===== src/rtl/next_pc_predictor_if.sv =====
// Fetch-side bundle of the next-PC predictor: current PC, EX resolution, prediction and statistics.
// No handshake; every field is a plain per-cycle level.
// The slave side is the predictor; the master side is the surrounding pipeline (or a bench).
interface next_pc_predictor_if;
  logic [31:0] pcCur;
  logic        exValid;
  logic        exIsJump;
  logic [31:0] exPc;
  logic        exTaken;
  logic [31:0] exTarget;
  logic        exPredTaken;
  logic [31:0] exPredTarget;
  logic [31:0] pcNext;
  logic        predTaken;
  logic [31:0] predTarget;
  logic        flush;
  logic [31:0] branchCnt;
  logic [31:0] mispredCnt;

  modport master (
    output pcCur, exValid, exIsJump, exPc, exTaken, exTarget, exPredTaken, exPredTarget,
    input  pcNext, predTaken, predTarget, flush, branchCnt, mispredCnt
  );

  modport slave (
    input  pcCur, exValid, exIsJump, exPc, exTaken, exTarget, exPredTaken, exPredTarget,
    output pcNext, predTaken, predTarget, flush, branchCnt, mispredCnt
  );
endinterface


===== src/rtl/next_pc_predictor.sv =====
// Next-PC selection with a direct-mapped BTB (2-bit counters), EX-stage redirect and statistics.
// Latency: lookup and redirect are combinational; table/counter updates land on the next posedge.
// Backpressure: none; one update per cycle, never stalls.
module next_pc_predictor #(
  parameter int ENTRIES = 16
) (
  input logic               clk,
  input logic               rstN,
  next_pc_predictor_if.slave bus
);
  localparam int IDX_W = $clog2(ENTRIES);
  localparam int TAG_W = 32 - IDX_W - 2;

  logic [ENTRIES-1:0] valid;
  logic [TAG_W-1:0]   tag_mem    [ENTRIES];
  logic [31:0]        target_mem [ENTRIES];
  logic [1:0]         ctr_mem    [ENTRIES];
  logic [31:0]        branch_cnt;
  logic [31:0]        mispred_cnt;

  logic [IDX_W-1:0] rd_idx;
  logic [TAG_W-1:0] rd_tag;
  logic             rd_hit;
  logic [31:0]      seq_pc;
  logic [IDX_W-1:0] wr_idx;
  logic [TAG_W-1:0] wr_tag;
  logic             wr_hit;
  logic             mispredict;
  logic [31:0]      correct_pc;

  assign rd_idx = bus.pcCur[IDX_W+1:2];
  assign rd_tag = bus.pcCur[31:IDX_W+2];
  assign wr_idx = bus.exPc[IDX_W+1:2];
  assign wr_tag = bus.exPc[31:IDX_W+2];
  assign seq_pc = bus.pcCur + 32'd4;

  // Lookup and redirect selection; the table is read before any same-cycle update lands.
  always_comb begin
    rd_hit     = valid[rd_idx] && (tag_mem[rd_idx] == rd_tag);
    wr_hit     = valid[wr_idx] && (tag_mem[wr_idx] == wr_tag);
    mispredict = bus.exValid &&
                 ((bus.exTaken != bus.exPredTaken) ||
                  (bus.exTaken && (bus.exTarget != bus.exPredTarget)));
    correct_pc = bus.exTaken ? bus.exTarget : (bus.exPc + 32'd4);

    bus.predTaken  = rd_hit && ctr_mem[rd_idx][1];
    bus.predTarget = rd_hit ? target_mem[rd_idx] : seq_pc;
    bus.flush      = mispredict;

    if (mispredict) begin
      bus.pcNext = correct_pc;
    end else if (bus.predTaken) begin
      bus.pcNext = target_mem[rd_idx];
    end else begin
      bus.pcNext = seq_pc;
    end
  end

  // BTB training from the resolved EX instruction; a miss only allocates when taken.
  always_ff @(posedge clk or negedge rstN) begin
    if (!rstN) begin
      valid <= '0;
      for (int i = 0; i < ENTRIES; i++) begin
        tag_mem[i]    <= '0;
        target_mem[i] <= '0;
        ctr_mem[i]    <= 2'b00;
      end
    end else if (bus.exValid) begin
      if (wr_hit) begin
        if (bus.exIsJump) begin
          ctr_mem[wr_idx]    <= 2'b11;
          target_mem[wr_idx] <= bus.exTarget;
        end else if (bus.exTaken) begin
          if (ctr_mem[wr_idx] != 2'b11) begin
            ctr_mem[wr_idx] <= ctr_mem[wr_idx] + 2'd1;
          end
          target_mem[wr_idx] <= bus.exTarget;
        end else if (ctr_mem[wr_idx] != 2'b00) begin
          ctr_mem[wr_idx] <= ctr_mem[wr_idx] - 2'd1;
        end
      end else if (bus.exTaken) begin
        valid[wr_idx]      <= 1'b1;
        tag_mem[wr_idx]    <= wr_tag;
        target_mem[wr_idx] <= bus.exTarget;
        ctr_mem[wr_idx]    <= bus.exIsJump ? 2'b11 : 2'b10;
      end
    end
  end

  // Saturating statistics: every resolved transfer, and those that were mispredicted.
  always_ff @(posedge clk or negedge rstN) begin
    if (!rstN) begin
      branch_cnt  <= '0;
      mispred_cnt <= '0;
    end else if (bus.exValid) begin
      if (branch_cnt != 32'hFFFF_FFFF) begin
        branch_cnt <= branch_cnt + 32'd1;
      end
      if (mispredict && (mispred_cnt != 32'hFFFF_FFFF)) begin
        mispred_cnt <= mispred_cnt + 32'd1;
      end
    end
  end

  assign bus.branchCnt  = branch_cnt;
  assign bus.mispredCnt = mispred_cnt;
endmodule

===== src/flat_wrapper.sv =====
// flat-port wrapper written by rule: the top's interface ports become plain ports
module next_pc_predictor_flat 
#(
  parameter int ENTRIES = 16
)
  (clk, rstN, bus_pcCur, bus_exValid, bus_exIsJump, bus_exPc, bus_exTaken, bus_exTarget, bus_exPredTaken, bus_exPredTarget, bus_pcNext, bus_predTaken, bus_predTarget, bus_flush, bus_branchCnt, bus_mispredCnt);
  next_pc_predictor_if bus_i ();
  input logic clk;
  input logic rstN;
  input wire logic [$bits(bus_i.pcCur)-1:0] bus_pcCur;
  input wire logic [$bits(bus_i.exValid)-1:0] bus_exValid;
  input wire logic [$bits(bus_i.exIsJump)-1:0] bus_exIsJump;
  input wire logic [$bits(bus_i.exPc)-1:0] bus_exPc;
  input wire logic [$bits(bus_i.exTaken)-1:0] bus_exTaken;
  input wire logic [$bits(bus_i.exTarget)-1:0] bus_exTarget;
  input wire logic [$bits(bus_i.exPredTaken)-1:0] bus_exPredTaken;
  input wire logic [$bits(bus_i.exPredTarget)-1:0] bus_exPredTarget;
  output wire logic [$bits(bus_i.pcNext)-1:0] bus_pcNext;
  output wire logic [$bits(bus_i.predTaken)-1:0] bus_predTaken;
  output wire logic [$bits(bus_i.predTarget)-1:0] bus_predTarget;
  output wire logic [$bits(bus_i.flush)-1:0] bus_flush;
  output wire logic [$bits(bus_i.branchCnt)-1:0] bus_branchCnt;
  output wire logic [$bits(bus_i.mispredCnt)-1:0] bus_mispredCnt;
  assign bus_i.pcCur = bus_pcCur;
  assign bus_i.exValid = bus_exValid;
  assign bus_i.exIsJump = bus_exIsJump;
  assign bus_i.exPc = bus_exPc;
  assign bus_i.exTaken = bus_exTaken;
  assign bus_i.exTarget = bus_exTarget;
  assign bus_i.exPredTaken = bus_exPredTaken;
  assign bus_i.exPredTarget = bus_exPredTarget;
  assign bus_pcNext = bus_i.pcNext;
  assign bus_predTaken = bus_i.predTaken;
  assign bus_predTarget = bus_i.predTarget;
  assign bus_flush = bus_i.flush;
  assign bus_branchCnt = bus_i.branchCnt;
  assign bus_mispredCnt = bus_i.mispredCnt;
  next_pc_predictor #(.ENTRIES(ENTRIES)) u_core (.clk(clk), .rstN(rstN), .bus(bus_i));
endmodule

===== config.mk =====
export PLATFORM = sky130hd
export DESIGN_NAME = next_pc_predictor_flat
export DESIGN_NICKNAME = d
export VERILOG_FILES = /design/src/rtl/next_pc_predictor_if.sv /design/src/rtl/next_pc_predictor.sv /design/src/flat_wrapper.sv
export SDC_FILE = /design/constraint.sdc
export NUM_CORES = 2
export LEC_CHECK = 0
export CORE_ASPECT_RATIO = 1.2
export CORE_MARGIN = 8
export CORE_UTILIZATION = 66
export DETAILED_ROUTE_END_ITERATION = 10
export PLACE_DENSITY = 0.86
export SLEW_MARGIN = 10
export SYNTH_ARGS = -nofsm -noshare
export SYNTH_HDL_FRONTEND = slang
export SYNTH_SLANG_ARGS = --single-unit
export TNS_END_PERCENT = 20

===== constraint.sdc =====
create_clock -name clk -period 13.7 [get_ports clk]
set_input_delay 2.055 -clock clk [delete_from_list [all_inputs] [get_ports clk]]
set_output_delay 2.055 -clock clk [all_outputs]
set_load 0.05 [all_outputs]

### Word level (Yosys, flattened, before mapping)

Index checks and enable logic that the tools add are counted.

* add/subtract/negate cells: 6
* magnitude comparators: 6
* eq/ne operators: 8
* mux-type cells: 46
* bitwise gates (word level): 5
* reductions and logical operators: 16

Operator list (count)
* $mux 512: 3
* $bwmux 512: 1
* $bwmux 416: 1
* $mux 32: 13
* $bmux 26 s4: 2
* $mux 26: 5
* $bmux 32 s4: 1
* $demux 32 s4: 1
* $demux 26 s4: 1
* $bwmux 32: 3
* $add 32x1->32 const B: 2
* $add 32x3->32 const B: 2
* $ne 32x32->1 const B: 2
* $eq 26x26->1: 2
* $ne 32x32->1: 1
* $or 32x32->32: 1
* $bmux 2 s4: 2
* $or 16x16->16: 1
* $ge 5x5->1 const B: 2
* $lt 4x5->1 const B: 2
* $mux 2: 5
* $not 4->5: 2
* $bmux 1 s4: 2
* $demux 2 s4: 1
* other kinds (17): 29

* register bits: 1040
* output and inout port bits: 130

### Logic depth before layout (Yosys ltp)

* depth after elaboration: 10
* gate-level depth with buffers: 17
* depth with buffers taken out: 11

### Least setup slack after synthesis

OpenSTA, ideal clock, no wires.

* kind: input port to output port
* start point: input bus_pcCur[2]
* end point: output bus_pcNext[14]
* data arrival time: 6303 ps
* data required time: 11645 ps
* slack: 5342 ps
* stages: 12
* path through: clkbuf_1 -> buf_1 -> mux4_2 -> mux4_2 -> xnor2_1 -> nand4_1 -> nor4_1 -> nand3_1 -> clkinv_1 -> clkbuf_1 -> a211oi_1 -> a21oi_1

* longest elaborated chain between the ends: 9
* elaborated cells on any way between the ends: 18

RTL lines
* start: declaration: line flat_wrapper.sv:10 `input wire logic [$bits(bus_i.pcCur)-1:0] bus_pcCur;`
* $not 4->5 (implied by the code): line next_pc_predictor.sv:39, next_pc_predictor.sv:46
* $bmux 26 s4: line next_pc_predictor.sv:39 `rd_hit = valid[rd_idx] && (tag_mem[rd_idx] == rd_tag);`
* $mux 26 (implied by the code) (2 in series): line next_pc_predictor.sv:39
* $eq 26x26->1: line next_pc_predictor.sv:39
* $logic_and 1x1->1: line next_pc_predictor.sv:39
* $logic_and 1x1->1 *: line next_pc_predictor.sv:46 `bus.predTaken = rd_hit && ctr_mem[rd_idx][1];`
* via bus_predTaken: line flat_wrapper.sv:19 `output wire logic [$bits(bus_i.predTaken)-1:0] bus_predTaken;`
* $mux 32 *: line next_pc_predictor.sv:52 `end else if (bus.predTaken) begin`
* $mux 32 *: line next_pc_predictor.sv:50 `if (mispredict) begin`
* end: declaration: line flat_wrapper.sv:18 `output wire logic [$bits(bus_i.pcNext)-1:0] bus_pcNext;`

The timed path passes the listed nets; every way through them passes the cells marked *. The select of a mux whose other input is x is not followed.

### Worst setup path in the final report

* start point: input bus_pcCur[3]
* end point: output bus_pcNext[29]

* longest elaborated chain between the ends: 9
* elaborated cells on any way between the ends: 18

RTL lines (line)
* $not 4->5 (implied by the code): next_pc_predictor.sv:39, next_pc_predictor.sv:46, next_pc_predictor.sv:53
* $bmux 26 s4: next_pc_predictor.sv:39
* $mux 26 (implied by the code) (2 in series): next_pc_predictor.sv:39
* $eq 26x26->1: next_pc_predictor.sv:39
* $logic_and 1x1->1: next_pc_predictor.sv:39
* $logic_and 1x1->1: next_pc_predictor.sv:46
* $mux 32 *: next_pc_predictor.sv:52
* $mux 32 *: next_pc_predictor.sv:50

Mark *: on every way between the ends. The rest lies on a longest branch, timed or not. The select of a mux whose other input is x is not followed.

==> flow_summary.toml <==
[run_status]
status = "complete, no violations"

[min_path]
hold_path.startpoint = "u_core.target_mem[189]$_DFFE_PN0P_"
hp-class = "reg2reg"

[timing]
slew_headroom = 0.1767
rsz0062_at_grt = "false"
slew_violations = 0
fin_crit_ps = 10380
hold_viol_final = 0
max_freq_ghz = 0.09631
skew_ps = 40.74
layout_setup_ws_ps = 3317
setup_viol = 0
fin_crit_sh = 0.7579
fin_setup_tns_ps = 0
worst_pin_slew_ps = 1226

[detailed_routing]
dr_wl_met2_um = 76290
drtIter0Drc = 3882
first_pass_iters = 6
via_count = 36090
dr_wl_met3_um = 17850
drt_wl_total_um = 162500
drc = 0
via_per_inst = 7.054
route.layer.met1.wl_um = 58150
ant_nets = 0
avgRoutedWirePerCell_um = 31.75
top_layer = "met5"

[clocking]
cts_sinks = 1040
postCtsSetupBuffers = 0
tritoncts = "built"
htreeDepth = 3
clk_path_buf_depth = 3
cts_inserted_buffers = 101
clk-insertion-delay-late_ps = 690
postCtsHoldBufs = 0
ctsResizeCount = 0
clk_pin_slew_ps = 60
clockRootBuffer = "clkbuf_16"

[pwr]
internal_power_mw = 6.476
swShare = 0.2832
p_clk_frac = 0.330
p_leak_nw = 27.02
peakVddDrop_mv = 0.1278
power_density_mw_per_mm2 = 146.4
switching_power_mw = 2.559
finalPower_mw = 9.035
combPwrFrac = 0.219
p_seq_frac = 0.451

[synth]
synth_nets = 3948
syn_area_mm2 = 0.05528
synth_edf_count = 0
async_flop_share = 1.000
synth_cell_type_count = 76
postSynthCellCount = 3805
synth-main-ff-cell = "dfrtp_1"
yosys_warnings = 0
avgSynthCellArea_um2 = 14.53
ys_ff_latch = 1040
seq_area_frac_synth = 0.4708

[die]
rows = 116
coreArea_mm2 = 0.08316
dieArea_mm2 = 0.09331
fp.dieH_um = 333.0
initial_core_util = 0.6647
die_w_um = 280.2
io_pins = 264

[finish]
area.growth.synth_to_final_pct = 11.66
fin_util = 0.7422
nets = 4048
n_fill_cell = 5071
layout-drive-gt1-share = 0.4139

[setup_path]
criticalPathCategory = "in2out"
worstSetupEndpointType = "output pin"
start_kind = "input pin"
required_ps = 11640
path_max_fanout = 87
cp.arrival_ps = 8330
critPathLaunch = "bus_pcCur[3]"
r2r-start = "u_core.tag_mem[213]$_DFFE_PN0P_"

[place]
hpwl_um = 101800
place_ws_ps = 3361
portBuffers = 263
place_congestion = 0.9567

[flow_run]
drv_cap = 0

[grt]
overflow = 0
antenna_found_initial = 10
grt_pass1_wl_um = 244700
grt_max_degree = 128
grt_pass1_vias = 37940
grt_use_total = 0.3479
-- logic make-up after synthesis --
kind of cell | after synthesis | synth area share
xor+xnor | 199 | 0.03153
simple gates | 428 | 0.04276
fa+ha+maj | 9 | 0.002037
flops | 1040 | 0.4708
buf+inv | 395 | 0.03694
mux | 1512 | 0.3886
compound gates | 222 | 0.02741
-- Yosys cell counts (7+ instances only) --
cell      count  area share
a211oi_1     21      0.0029
a21oi_1      74      0.0067
a221oi_1     10      0.0016
a22o_1        9      0.0014
a22oi_1      20      0.0027
a41o_1        7      0.0013
and2_1       23      0.0026
and3_1       14      0.0016
buf_1        46      0.0031
buf_2        41      0.0037
buf_4        57      0.0077
buf_6        30      0.0061
clkbuf_1    183       0.012
dfrtp_1    1040        0.47
ha_1          9      0.0020
inv_1        29      0.0020
mux2_1       50       0.010
mux2_2      835        0.17
mux2_4      120       0.033
mux2i_1     137       0.025
mux4_2      368        0.15
nand2_1      74      0.0050
nand2b_1     18      0.0020
nand3_1      56      0.0051
nand3_2      15      0.0027
nand4_1      42      0.0048
nor2_1       83      0.0056
nor2b_1       8     0.00091
nor3_1       27      0.0024
nor3_4        9      0.0026
nor4_1       13      0.0015
o21a_1        9      0.0012
o21ai_0      24      0.0022
o22ai_1       8     0.00091
or3_1        19      0.0022
xnor2_1     117       0.019
xor2_1       82       0.013
-- metrics by stage --
stage                     area (um2)  hold WS (ps)  std cells
final                          61720         483.4       5117
after global routing           61710         504.3       5112
after CTS                      61700         484.0       5107
after detailed placement       58190         469.3       4923
after global placement         58190         461.7       4923
after floorplan                55280         446.1       3805
-- cell type report --
| type | instances | area, um2 | share of cell area |
|---|---|---|---|
| inverter | 31 | 116.4 | 0.001885 |
| clock buffer | 133 | 2849 | 0.04616 |
| clock inverter | 51 | 660.6 | 0.01070 |
| tap | 1121 | 1403 | 0.02272 |
| multi-input combinational | 2370 | 27260 | 0.4417 |
| sequential | 1040 | 26030 | 0.4216 |
| timing repair buffer | 361 | 3383 | 0.05481 |
| antenna | 10 | 25.02 | 0.0004054 |
-- registers in the layout (all words and copies together), names as in the netlist --
name	flops
u_core.bus.mispredCnt	32
u_core.target_mem	512
u_core.ctr_mem	32
u_core.valid	16
u_core.bus.branchCnt	32
u_core.tag_mem	416
-- cells in the final DEF (no fill, tap or decap), types with 8 or more instances in the layout --
| cell type | instances |
|---|---|
| mux2_2 | 835 |
| a21oi_1 | 73 |
| ha_1 | 9 |
| nand4_1 | 42 |
| o21ai_0 | 22 |
| clkbuf_8 | 18 |
| mux4_2 | 368 |
| and3_1 | 14 |
| xor2_1 | 82 |
| nand3_1 | 55 |
| mux2i_1 | 137 |
| mux2_1 | 50 |
| clkinv_2 | 22 |
| dfrtp_1 | 1040 |
| diode_2 | 10 |
| and2_1 | 23 |
| a221oi_1 | 10 |
| buf_4 | 101 |
| a211oi_1 | 21 |
| mux2_4 | 120 |
| clkdlybuf4s50_1 | 253 |
| nor4_1 | 13 |
| nand2b_1 | 18 |
| a22o_1 | 9 |
| nor2_1 | 83 |
| nor3_4 | 11 |
| bufinv_16 | 14 |
| or3_1 | 15 |
| o21a_1 | 9 |
| nor3_1 | 27 |
| nand2_1 | 74 |
| nand3_2 | 16 |
| o22ai_1 | 8 |
| inv_1 | 29 |
| a22oi_1 | 20 |
| xnor2_1 | 117 |
| clkbuf_1 | 13 |
| clkbuf_16 | 102 |
-- power by group through the flow --
stage / registers (mW) / clock network, mW / logic, mW
2_1_floorplan: 4.01 / 0 / 1.39
3_3_place_gp: 4.05 / 0 / 1.88
3_5_place_dp: 4.09 / 0 / 1.95
4_1_cts: 4.05 / 2.99 / 1.96
5_1_grt: 4.13 / 3.11 / 2.08
6_report: 4.08 / 2.98 / 1.97
-- per-layer routing --
layer	track usage	vias to the layer above
li1	-	14420
met1	0.4337	18960
met2	0.5345	2129
met3	0.1111	575
met4	0.2039	2
met5	0	-
-- critical path: stages --
cell and delay (ps):
buf_8 580, buf_4 850, mux4_2 420, mux4_2 480, xnor2_1 440, nand3_1 140
nor4_1 340, nand3_2 850, clkinv_1 300, buf_4 440, mux2i_1 150, mux2i_1 290
clkdlybuf4s50_1 870
-- worst paths after layout --
check / slack (ps) / depth (start not counted) / to
max: 3320 / 13 / bus_pcNext[29]
min: 480 / 1 / u_core.target_mem[189]$_DFFE_PN0P_
max reg2reg: 7730 / 11 / u_core.target_mem[304]$_DFFE_PN0P_
min reg2reg: 480 / 1 / u_core.target_mem[189]$_DFFE_PN0P_
max in group asynchronous: 9100 / 4 / u_core.tag_mem[385]$_DFFE_PN0P_
min in group asynchronous: 1470 / 1 / u_core.bus.mispredCnt[26]$_DFFE_PN0P_
Note: power is estimated with default switching activity, not from simulation.
